$ cat config.mk
export PLATFORM = sky130hd
export DESIGN_NAME = one_to_n_demux
export DESIGN_NICKNAME = d
export VERILOG_FILES = /design/src/rtl/one_to_n_demux_pkg.sv /design/src/rtl/stream_skid_buf.sv /design/src/rtl/one_to_n_demux.sv
export SDC_FILE = /design/constraint.sdc
export NUM_CORES = 1
export LEC_CHECK = 0
export BUFFER_PORTS_ARGS = -buffer_cell sky130_fd_sc_hd__buf_2
export CORE_AREA = 10 10 223 225
export DETAILED_ROUTE_END_ITERATION = 10
export DIE_AREA = 0 0 233 235
export PLACE_DENSITY = 0.52
export SKIP_CTS_REPAIR_TIMING = 1
export SLEW_MARGIN = 20
export SYNTH_ARGS = -nofsm -noshare
export SYNTH_HDL_FRONTEND = slang
export SYNTH_HIERARCHICAL = 1
export SYNTH_SLANG_ARGS = --single-unit
$ cat constraint.sdc
create_clock -name clk -period 4.1 [get_ports clk]
set_input_delay 0.615 -clock clk [delete_from_list [all_inputs] [get_ports clk]]
set_output_delay 0.615 -clock clk [all_outputs]
set_load 0.05 [all_outputs]
$ cat src/rtl/one_to_n_demux_pkg.sv
// Shared definitions for the 1-to-N stream demux and its skid buffer.
package one_to_n_demux_pkg;

   localparam int SKID_DEPTH = 2;

   // Occupancy of the 2-entry skid buffer; the encoding equals the entry count.
   typedef enum logic [1:0] {
      SKID_EMPTY = 2'd0,
      SKID_ONE   = 2'd1,
      SKID_FULL  = 2'd2
   } skid_state_e;

   // Entry layout for the default build (DATA_WIDTH=32, N=8). The RTL packs
   // entries as a flat {dest, data} vector so that other widths work unchanged.
   typedef struct packed {
      logic [2:0]  dest;
      logic [31:0] data;
   } skid_entry_t;

   // Index width for a count of items, never less than 1.
   function automatic int clog2(input int value);
      int w;
      w = 1;
      for (int i = 1; i < 32; i++) begin
         if ((1 << w) < value) w = w + 1;
      end
      return w;
   endfunction

endpackage

$ cat src/rtl/stream_skid_buf.sv
// 2-entry valid/ready skid buffer. s_ready and m_valid are registered, so
// there is no combinational path from m_ready or s_valid to s_ready.
//
// state      | meaning
// -----------+---------------------------------------------------------
// SKID_EMPTY | no entries held; m_valid=0, s_ready=1
// SKID_ONE   | entry[0] holds the head; m_valid=1, s_ready=1
// SKID_FULL  | entry[0] head, entry[1] behind it; m_valid=1, s_ready=0
module stream_skid_buf
   import one_to_n_demux_pkg::*;
#(
   parameter int WIDTH = 8
)
(
   input  logic             clk,
   input  logic             reset,
   input  logic             s_valid,
   output logic             s_ready,
   input  logic [WIDTH-1:0] s_data,
   output logic             m_valid,
   input  logic             m_ready,
   output logic [WIDTH-1:0] m_data
);

   skid_state_e      state;
   logic [WIDTH-1:0] entry [SKID_DEPTH];
   logic             push;
   logic             pop;

   assign push   = s_valid & s_ready;
   assign pop    = m_valid & m_ready;
   assign m_data = entry[0];

   // Occupancy FSM with registered ready/valid; a push that coincides with a
   // pop lands behind whatever remains.
   always_ff @(posedge clk) begin
      if (reset) begin
         state   <= SKID_EMPTY;
         s_ready <= 1'b1;
         m_valid <= 1'b0;
         for (int i = 0; i < SKID_DEPTH; i++) begin
            entry[i] <= '0;
         end
      end else begin
         case (state)
            SKID_EMPTY: begin
               if (push) begin
                  entry[0] <= s_data;
                  state    <= SKID_ONE;
                  m_valid  <= 1'b1;
               end
            end
            SKID_ONE: begin
               if (push && pop) begin
                  entry[0] <= s_data;
               end else if (push) begin
                  entry[1] <= s_data;
                  state    <= SKID_FULL;
                  s_ready  <= 1'b0;
               end else if (pop) begin
                  state    <= SKID_EMPTY;
                  m_valid  <= 1'b0;
               end
            end
            SKID_FULL: begin
               if (pop) begin
                  entry[0] <= entry[1];
                  state    <= SKID_ONE;
                  s_ready  <= 1'b1;
               end
            end
            default: begin
               state   <= SKID_EMPTY;
               s_ready <= 1'b1;
               m_valid <= 1'b0;
            end
         endcase
      end
   end

endmodule

$ cat src/rtl/one_to_n_demux.sv
// 1-to-N valid/ready demux: a skid-buffered input stream is dispatched per
// beat to one of N registered output channels chosen by s_dest. A head beat
// whose channel is stalled blocks everything behind it, preserving source
// order. Beats with s_dest >= N are discarded.
// Optional feature: define ONE_TO_N_DROP_CNT_EN to add a saturating 16-bit
// drop_cnt port counting discarded out-of-range beats.
module one_to_n_demux
   import one_to_n_demux_pkg::*;
#(
   parameter int DATA_WIDTH = 32,
   parameter int N          = 8,
   parameter int DEST_W     = clog2(N)
)
(
   input  logic                  clk,
   input  logic                  reset,
   input  logic                  s_valid,
   output logic                  s_ready,
   input  logic [DATA_WIDTH-1:0] s_data,
   input  logic [DEST_W-1:0]     s_dest,
   output logic [N-1:0]          m_valid,
   input  logic [N-1:0]          m_ready,
   output logic [N*DATA_WIDTH-1:0] m_data
`ifdef ONE_TO_N_DROP_CNT_EN
   ,
   output logic [15:0]           drop_cnt
`endif
);

   localparam int ENTRY_W = DEST_W + DATA_WIDTH;

   logic                  head_valid;
   logic                  head_pop;
   logic [ENTRY_W-1:0]    head_entry;
   logic [DEST_W-1:0]     head_dest;
   logic [DATA_WIDTH-1:0] head_data;
   logic                  head_in_range;
   logic                  drop;
   logic [N-1:0]          dispatch;

   stream_skid_buf #(
      .WIDTH (ENTRY_W)
   ) u_skid (
      .clk     (clk),
      .reset   (reset),
      .s_valid (s_valid),
      .s_ready (s_ready),
      .s_data  ({s_dest, s_data}),
      .m_valid (head_valid),
      .m_ready (head_pop),
      .m_data  (head_entry)
   );

   assign head_dest = head_entry[ENTRY_W-1 -: DEST_W];
   assign head_data = head_entry[DATA_WIDTH-1:0];

   // Pick the output register for the head beat; a head matching no channel
   // is out of range and is popped without dispatch.
   always_comb begin
      head_in_range = 1'b0;
      dispatch      = '0;
      for (int k = 0; k < N; k++) begin
         if (head_valid && (head_dest == DEST_W'(k))) begin
            head_in_range = 1'b1;
            dispatch[k]   = !m_valid[k] || m_ready[k];
         end
      end
      drop     = head_valid && !head_in_range;
      head_pop = (|dispatch) || drop;
   end

   // Output registers: load on dispatch (also when draining the same cycle),
   // otherwise clear valid on handshake. Data is kept after drain.
   always_ff @(posedge clk) begin
      if (reset) begin
         m_valid <= '0;
         m_data  <= '0;
      end else begin
         for (int k = 0; k < N; k++) begin
            if (dispatch[k]) begin
               m_valid[k]                          <= 1'b1;
               m_data[k*DATA_WIDTH +: DATA_WIDTH] <= head_data;
            end else if (m_ready[k]) begin
               m_valid[k] <= 1'b0;
            end
         end
      end
   end

`ifdef ONE_TO_N_DROP_CNT_EN
   // Saturating count of discarded out-of-range beats.
   always_ff @(posedge clk) begin
      if (reset) begin
         drop_cnt <= '0;
      end else if (drop && (drop_cnt != 16'hFFFF)) begin
         drop_cnt <= drop_cnt + 16'd1;
      end
   end
`endif

endmodule

==> summary by stage, run 1 <==
Floorplan
From bottom edge to top edge, the die measures 235 µm. The effective utilization at floorplan is about 30%. The die covers 0.0548 mm². The die is roughly 230 µm wide. The number of placement rows is 78. The core outline area is ~0.045 mm². The I/O pin total is 311.

Yosys
Ranked by instance count, the synthesized netlist is headed by 268 x sky130_fd_sc_hd__dfxtp_1, 266 x sky130_fd_sc_hd__a21oi_1, 257 x sky130_fd_sc_hd__nand3_1. The share of flip-flops with an asynchronous set or reset is 0%. The number of warnings printed during yosys synthesis is 6.

In this run, distinct cell masters in the synthesized netlist total 43. Counting flops and latches in the post-synthesis netlist gives around 340. The top cell type by area accounts for about two fifths of the synthesized area. The number of enable flip-flop cells after synthesis is 70. The dominant register cell in the synthesized netlist is sky130_fd_sc_hd__dfxtp_1.

Yosys instantiated no cell more often than sky130_fd_sc_hd__dfxtp_1. The average instance area after synthesis is ~9.3 µm². Summing the sequential cell areas from Yosys gives between 50% and 60% of the chip area. The number of nets produced by synthesis is around 1500. By area the synthesized netlist is led by sky130_fd_sc_hd__dfxtp_1 40%, sky130_fd_sc_hd__edfxtp_1 16%, sky130_fd_sc_hd__a21oi_1 10%. The post-synthesis instance area is approximately 0.013 mm². The cell taking the most area after synthesis is sky130_fd_sc_hd__dfxtp_1. The number of cells produced by synthesis is 1435.

Cells and area
The final net count is between 1500 and 2000. Fill cells in the final layout number approximately 4700. The number of inserted diodes is 0. Summing all multi-input logic gate instances after layout gives roughly 0.0049 mm². The area taken by flip-flops and latches is 0.00747 mm². The area overhead of the layout relative to synthesis is 21.7%. Of the cells placed in the final design, the portion with a size suffix greater than 1 is 25.5%. At the end of the flow the core is filled with cells to between 30% and 40%.

Worst setup path
STA classifies the critical path endpoint as a flip-flop. At the worst endpoint, the arrival time is 3490 ps. The worst setup path is launched from a flip-flop.

The worst-case reg-to-reg path depth is 7. The largest single stage delay on the critical path is 620 ps. In this run the worst path has a maximum fanout of 34. Counting both buffers and inverters, the worst setup path holds a total of 2. The critical path goes through nand4b_1 -> buf_4 -> o22ai_1 -> or4_1 -> a21bo_2 -> a221o_1 -> buf_4. The critical path data required time is around 4400 ps. The slowest stage cell on the critical path is sky130_fd_sc_hd__edfxtp_1.

The most prevalent standard cell on the critical path is sky130_fd_sc_hd__buf_4. The type of the worst setup path is reg -> reg. The number of stages on the worst setup path is 7. The kind of cell with the highest combined delay along the critical path is compound AO/OA/AOI/OAI gates.

Outcome
The flow ran to the end, and the final reports show no timing, DRC or antenna violations.

Clocking
TritonCTS built the clock tree. The clock latency on the worst-skew pair is between 500 and 600 ps. CTS built an H-tree with a depth of 2. Counting the buffers created by CTS gives 38.

The cell chosen for the clock root is sky130_fd_sc_hd__clkbuf_16. The maximum clock path buffer count is 3. The CTS sink count is 338.

Clock-pin slew was measured on the worst setup and hold paths at around 60 ps.

Job
The number of violations of the max-capacitance limit is 0.

STA
The final worst setup slack is ~860 ps. At the pin with the least slew margin, the transition time is between 1000 and 1500 ps. Setup violations remaining at the end of the flow were counted as 0. Setup repair after global routing left no endpoint under its margin. The worst setup skew after layout is ~21 ps.

The final count of pins violating max slew was 0. Derived from the worst setup path, the maximum achievable clock frequency is around 0.31 GHz. The final cycle utilization of the critical path is about four fifths.

The post-layout minimum cycle time is about 3200 ps. The final hold violation count was 0. The worst pin sits at a relative slew slack of 22.9%. The setup TNS after final layout is 0 ps.

Route
The first detailed-routing pass took 5 iterations. The number of nets with antenna violations after routing is 0. The total length of routed wires is roughly 57000 µm.

For this block, the initial DRC count from the detailed router was approximately 1400. The post-route DRC violation count is 0. Using the TritonRoute via totals, the vias-per-cell ratio works out to around 5.3. The routed wirelength normalized by instance count is ~25 µm. The vias after detailed routing is 12100.

Power and ir drop
For this design the ratio of total power to cell area is 505 mW/mm². The worst ir drop on vdd is 247 µV. In this run the static leakage power is between 0.006 and 0.007 µW.

Global routing
The initial antenna violation count was 2. For this run, the total global-route usage over all layers was measured as between 10% and 20%. The largest net degree at the start of global routing is between 100 and 150. The overflow left after global routing is 0.

The via count of the first global-routing pass is 11100. The wire length of the first global-routing pass is 79600 µm.

Placement
The number of port buffers is 310. The worst slack after detailed placement is 902 ps. Detailed placement ended at an HPWL of around 35000 µm. The final RePlAce weighted congestion is between 0.7 and 0.8.

Hold path
The class of the tightest hold or removal check is in -> reg. The number of cells traversed by the worst hold path is 2.
## where the power goes
group / leakage (µW) / switching, µW / total (µW) / internal (µW)
clock network: 0.000619 / 1410 / 3480 / 2070
registers: 0.00290 / 416 / 3990 / 3570
logic: 0.00272 / 544 / 741 / 197
## worst paths after layout
check / startpoint / slack, ps / endpoint
setup / recovery: u_skid/entry[0][34] / 860 / u_skid/entry[0][7]
hold / removal: s_data[22] / 360 / u_skid/entry[1][22]
setup reg to reg: u_skid/entry[0][34] / 860 / u_skid/entry[0][7]
hold reg to reg: m_data[130] / 470 / m_data[130]
## cell usage in the layout (no fill, tap or decap), types with 31 or more instances in the layout
cell type                   instances
sky130_fd_sc_hd__buf_2            309
sky130_fd_sc_hd__dfxtp_1          268
sky130_fd_sc_hd__a21oi_1          266
sky130_fd_sc_hd__nand3_1          257
sky130_fd_sc_hd__o21ai_0          200
sky130_fd_sc_hd__edfxtp_1          70
sky130_fd_sc_hd__o21ai_1           56
sky130_fd_sc_hd__clkbuf_16         39
sky130_fd_sc_hd__and2_1            35
sky130_fd_sc_hd__a22o_1            35
sky130_fd_sc_hd__buf_4             31
## state kept, by name, summed over array words and instances (netlist names)
signal and flops:
m_data 256, u_skid/entry 70, m_valid 8, u_skid/state 2
u_skid/m_valid 1, u_skid/s_ready 1
## cells by family (layout without fill, tap and decap cells)
group | after synthesis | count (layout) | share of synthesized area [%]
mux | 1 | 1 | 0.0749
compound gates | 570 | 570 | 22.6
flops | 338 | 338 | 55.9
buf+inv | 191 | 414 | 7.41
simple gates | 335 | 335 | 14.0
## cell type report
class,count,share of cell area (%)
clock inverters,12,0.969
clock buffers,57,6.85
multi-input cells,906,30.4
well taps,600,4.62
flip-flops and latches,338,45.9
inverters,1,0.0231
repair buffers,344,11.3
## stage by stage
step,hold slack (ps),std cells,power [µW],instance area [µm²]
detailed placement,464,2187,4800,15000
global placement,458,2187,4790,15000
CTS,335,2256,8290,16200
finish,362,2258,8210,16300
floorplan,512,1435,4370,13400
global route,354,2258,8480,16300
## layer usage
metal / track usage, % / wire length (µm)
met5: 0 / 0
met4: 5.93 / 1480
met3: 3.67 / 4310
met2: 31.5 / 27000
met1: 26.1 / 23700
Power figures use the tool's default switching activity.
==> inputs of run 2 (changes only) <==
==> constraint.sdc (replaced) <==
create_clock -name clk -period 3.24 [get_ports clk]
set_input_delay 0.486 -clock clk [delete_from_list [all_inputs] [get_ports clk]]
set_output_delay 0.486 -clock clk [all_outputs]
set_load 0.05 [all_outputs]
==> run 2 against run 1 <==
Via count is 0.48% lower. Critical path depth shrank 1. Sequential power rose by 26%. Cell count rose by 0.22%. Clock skew decreased by 5.5 ps. Global-route usage is 0.15 points lower. Maximum frequency grew 14%. Sequential cell count unchanged. Setup slack got worse by 470 ps. Count of clock-buffer cells in the layout shrank 2. Register-to-register slack got worse by 470 ps. Routed wire length shrank 0.60%. Critical endpoint is now u_skid/entry[0][9]. Largest power group unchanged. Highest routed layer unchanged.
==> summary by stage, run 2 (same netlist as run 1, synthesis figures left out) <==
Power and ir drop
The ratio of total power to cell area came to 644 mW/mm² (+28%). The relative contribution of combinational cells to total power is 8.9% (about the same). The leakage component of the power is 0.00628 µW (+0.60%). The worst ir drop on vdd is 360 µV (+46%).

The portion of total power attributed to the clock network was 43.1% (+0.7 points). The proportion of power drawn by flip-flops and latches is 48.0% (-0.6 points). The switching portion of total power is 28.9% (+0.049 points).

The power spent charging and discharging nets is 3040 µW (+28%). The cell-internal power is 7470 µW (+28%).

Worst setup path
On the critical path, the stage with the largest delay is an instance of sky130_fd_sc_hd__edfxtp_1. The data arrival time of the worst path is 3140 ps (-350 ps). The combined buffer and inverter count along the critical path is 1 (-1). STA classifies the critical path endpoint as a flip-flop.

The delay of the slowest cell on the worst path came to 650 ps (+30 ps). On the critical path the largest part of the delay comes from compound AO/OA/AOI/OAI gates. The setup path with the least slack is of type reg -> reg. The launching element type of the critical path is a flip-flop. The largest driver fanout on the critical path is 32 (-5.9%). Traced cell by cell, the critical path runs through nand4bb_1 -> o22ai_1 -> or4_1 -> a21bo_2 -> a221o_1 -> buf_12. The critical path data required time came to 3540 ps (-810 ps).

Clocking
The maximum clock path buffer count came to 3 (unchanged). The number of levels in the clock H-tree is 2 (unchanged). The number of buffers created by CTS is 40 (+5.3%).

TritonCTS built the clock tree. The clock latency on the worst-skew pair is 560 ps (about the same). In this run the clock root is driven by a sky130_fd_sc_hd__clkbuf_16. The CTS sink count is 338 (unchanged). The clock-pin slew reported for the worst setup and hold paths after clock tree synthesis is 60 ps (about the same).

Cells and area
The combined area of the multi-input logic cells came to 0.00493 mm² (-0.20%). The library cell used most frequently in the layout, excluding fill and tap cells, is sky130_fd_sc_hd__buf_2. The library cells used most frequently in the layout, excluding fill and tap cells, are 309 x sky130_fd_sc_hd__buf_2, 268 x sky130_fd_sc_hd__dfxtp_1, 266 x sky130_fd_sc_hd__a21oi_1, 257 x sky130_fd_sc_hd__nand3_1, 200 x sky130_fd_sc_hd__o21ai_0.

Relative to the synthesized area, the layout overhead comes to 22.2%. The share of post-route cells with drive strength above 1 was 25.6% (+0.059 points). The final net count is 1678 (+0.18%). The non-filler instance count after layout came to 2263 (+0.22%).

The number of filler cells placed in the layout is 4696 (-0.51%). The flip-flop count of the largest register after layout is 256 (unchanged). m_data holds more flip-flops than any other register. The final non-filler cell area is 0.0163 mm² (+0.37%). The utilization after layout was 36.2% (+0.13 points). The largest registers in the layout are m_data (256), u_skid/entry (70), m_valid (8). The area taken by flip-flops and latches came to 0.00747 mm² (unchanged).

Route
The count of routing violations after the opening detailed-route iteration is 1489 (+6.7%). The vias after detailed routing is 12000 (-0.48%). The number of vias per cell after detailed routing is 5.30 (-0.70%). The number of iterations in the first detailed-routing pass came to 5 (unchanged).

The total length of routed wires was 56200 µm (-0.60%). The number of nets with antenna violations after routing is 0 (unchanged). The post-route DRC violation count is 0 (unchanged). The routed wirelength normalized by instance count was 24.8 µm (-0.82%).

Floorplan
The core outline area was 0.0451 mm² (unchanged). The number of placement rows was 78 (unchanged). The I/O pin total is 311 (unchanged). The horizontal die dimension is 233 µm (unchanged). The height of the chip is 235 µm (unchanged). The effective utilization at floorplan is 29.6% (unchanged). The die footprint is 0.0548 mm² (unchanged).

STA
The final cycle utilization of the critical path is 87.8% (+8.8 points). The post-layout minimum cycle time is 2840 ps (-394 ps). Setup repair after global routing left no endpoint under its margin. The total setup violations reported at the end of the flow came to 0 (unchanged). The worst setup skew after layout was 16.0 ps (-5.46 ps).

The final hold violation count is 0 (unchanged). The post-route worst hold slack is 230 ps (-132 ps). The setup TNS after final layout came to 0 ps (unchanged). The max-slew headroom at the worst pin is 27.9% (+5.0 points). The fmax is 0.352 GHz (+14%). The pin slew with the least headroom to its limit came to 1080 ps (-74.5 ps). The final count of pins violating max slew is 0 (unchanged).

Global routing
The largest net degree at the start of global routing is 121 (+12%). The overflow left after global routing was 0 (unchanged). The via count of the first global-routing pass is 11000 (-1.3%). The overall fraction of global-route tracks in use is 19.4% (-0.15 points). The global-route met1 utilization is 25.8% (-0.28 points). The initial antenna violation count is 4 (+2).

The wire length of the first global-routing pass came to 79100 µm (-0.68%). The fraction of met2 tracks used by global routing is 30.4% (-1.1 points). The met3 global-route usage is 4.11% (+0.43 points). The layer flagged by global routing as most heavily used is met2.

Placement
The number of placed instances with taps included is 2190 (+0.14%). The total half-perimeter wirelength after legalization and detailed placement is 34900 µm (-1.0%). The post-detailed-placement cell area came to 0.0150 mm² (+0.34%).

The final RePlAce weighted congestion came to 0.764 (+1.6%). The number of port buffers is 310 (unchanged).

Job
The number of violations of the max-capacitance limit came to 0 (unchanged).

Outcome
The flow ran to the end, and the final reports show no timing, DRC or antenna violations.

Hold path
The tightest min-delay check is of the in -> reg type.
-- run 2: cell types whose count changed in the layout (fill, tap and decap cells not counted), sizes merged --
cell / previous run / this run
clkinv: 8 / 9
inv: 1 / 4
diode: 0 / 1
buf: 344 / 345
clkbuf: 57 / 55
clkinvlp: 1 / 2
-- run 2: stage by stage --
step | power [µW] | setup slack [ps]
2_1_floorplan | 5530 | 161
6_report | 10500 | 397
3_3_place_gp | 6070 | 346
3_5_place_dp | 6090 | 304
4_1_cts | 10600 | 407
5_1_grt | 10900 | 301
-- run 2: power by group through the flow --
stage | clock network, µW | logic, µW | registers [µW]
after floorplan | 0 | 603 | 4930
after detailed placement | 0 | 943 | 5140
after CTS | 4620 | 945 | 5050
after global routing | 4800 | 1010 | 5060
final | 4530 | 940 | 5040
after global placement | 0 | 933 | 5140
-- run 2: worst reg2reg max path, cell delays in order, from the launching register on --
cell	delay (ps)
sky130_fd_sc_hd__edfxtp_1	650
sky130_fd_sc_hd__nand4bb_1	220
sky130_fd_sc_hd__o22ai_1	120
sky130_fd_sc_hd__or4_1	630
sky130_fd_sc_hd__a21bo_2	290
sky130_fd_sc_hd__a221o_1	450
sky130_fd_sc_hd__buf_12	220
-- run 2: per-layer routing --
layer / wire length (µm) / vias to the layer above
li1: - / 5575
met1: 23600 / 5813
met2: 26300 / 539
met3: 4480 / 78
met4: 1830 / 0
met5: 0 / -
-- run 2: layout make-up --
type | instances | share of cell area [%]
Sequential cell | 338 | 45.7
Multi-Input combinational cell | 906 | 30.2
Timing Repair Buffer | 345 | 11.4
Clock buffer | 55 | 6.97
Tap cell | 600 | 4.60
Clock inverter | 17 | 1.07
Inverter | 1 | 0.0230
Antenna cell | 1 | 0.0153
-- run 2: path summary, 6_finish.rpt --
path,from,endpoint,slack [ps],depth (start not counted)
max,u_skid/entry[0][32],u_skid/entry[0][9],400,6
min,s_data[14],u_skid/entry[1][14],230,2
max reg2reg,u_skid/entry[0][32],u_skid/entry[0][9],400,6
min reg2reg,m_data[206],m_data[206],470,2
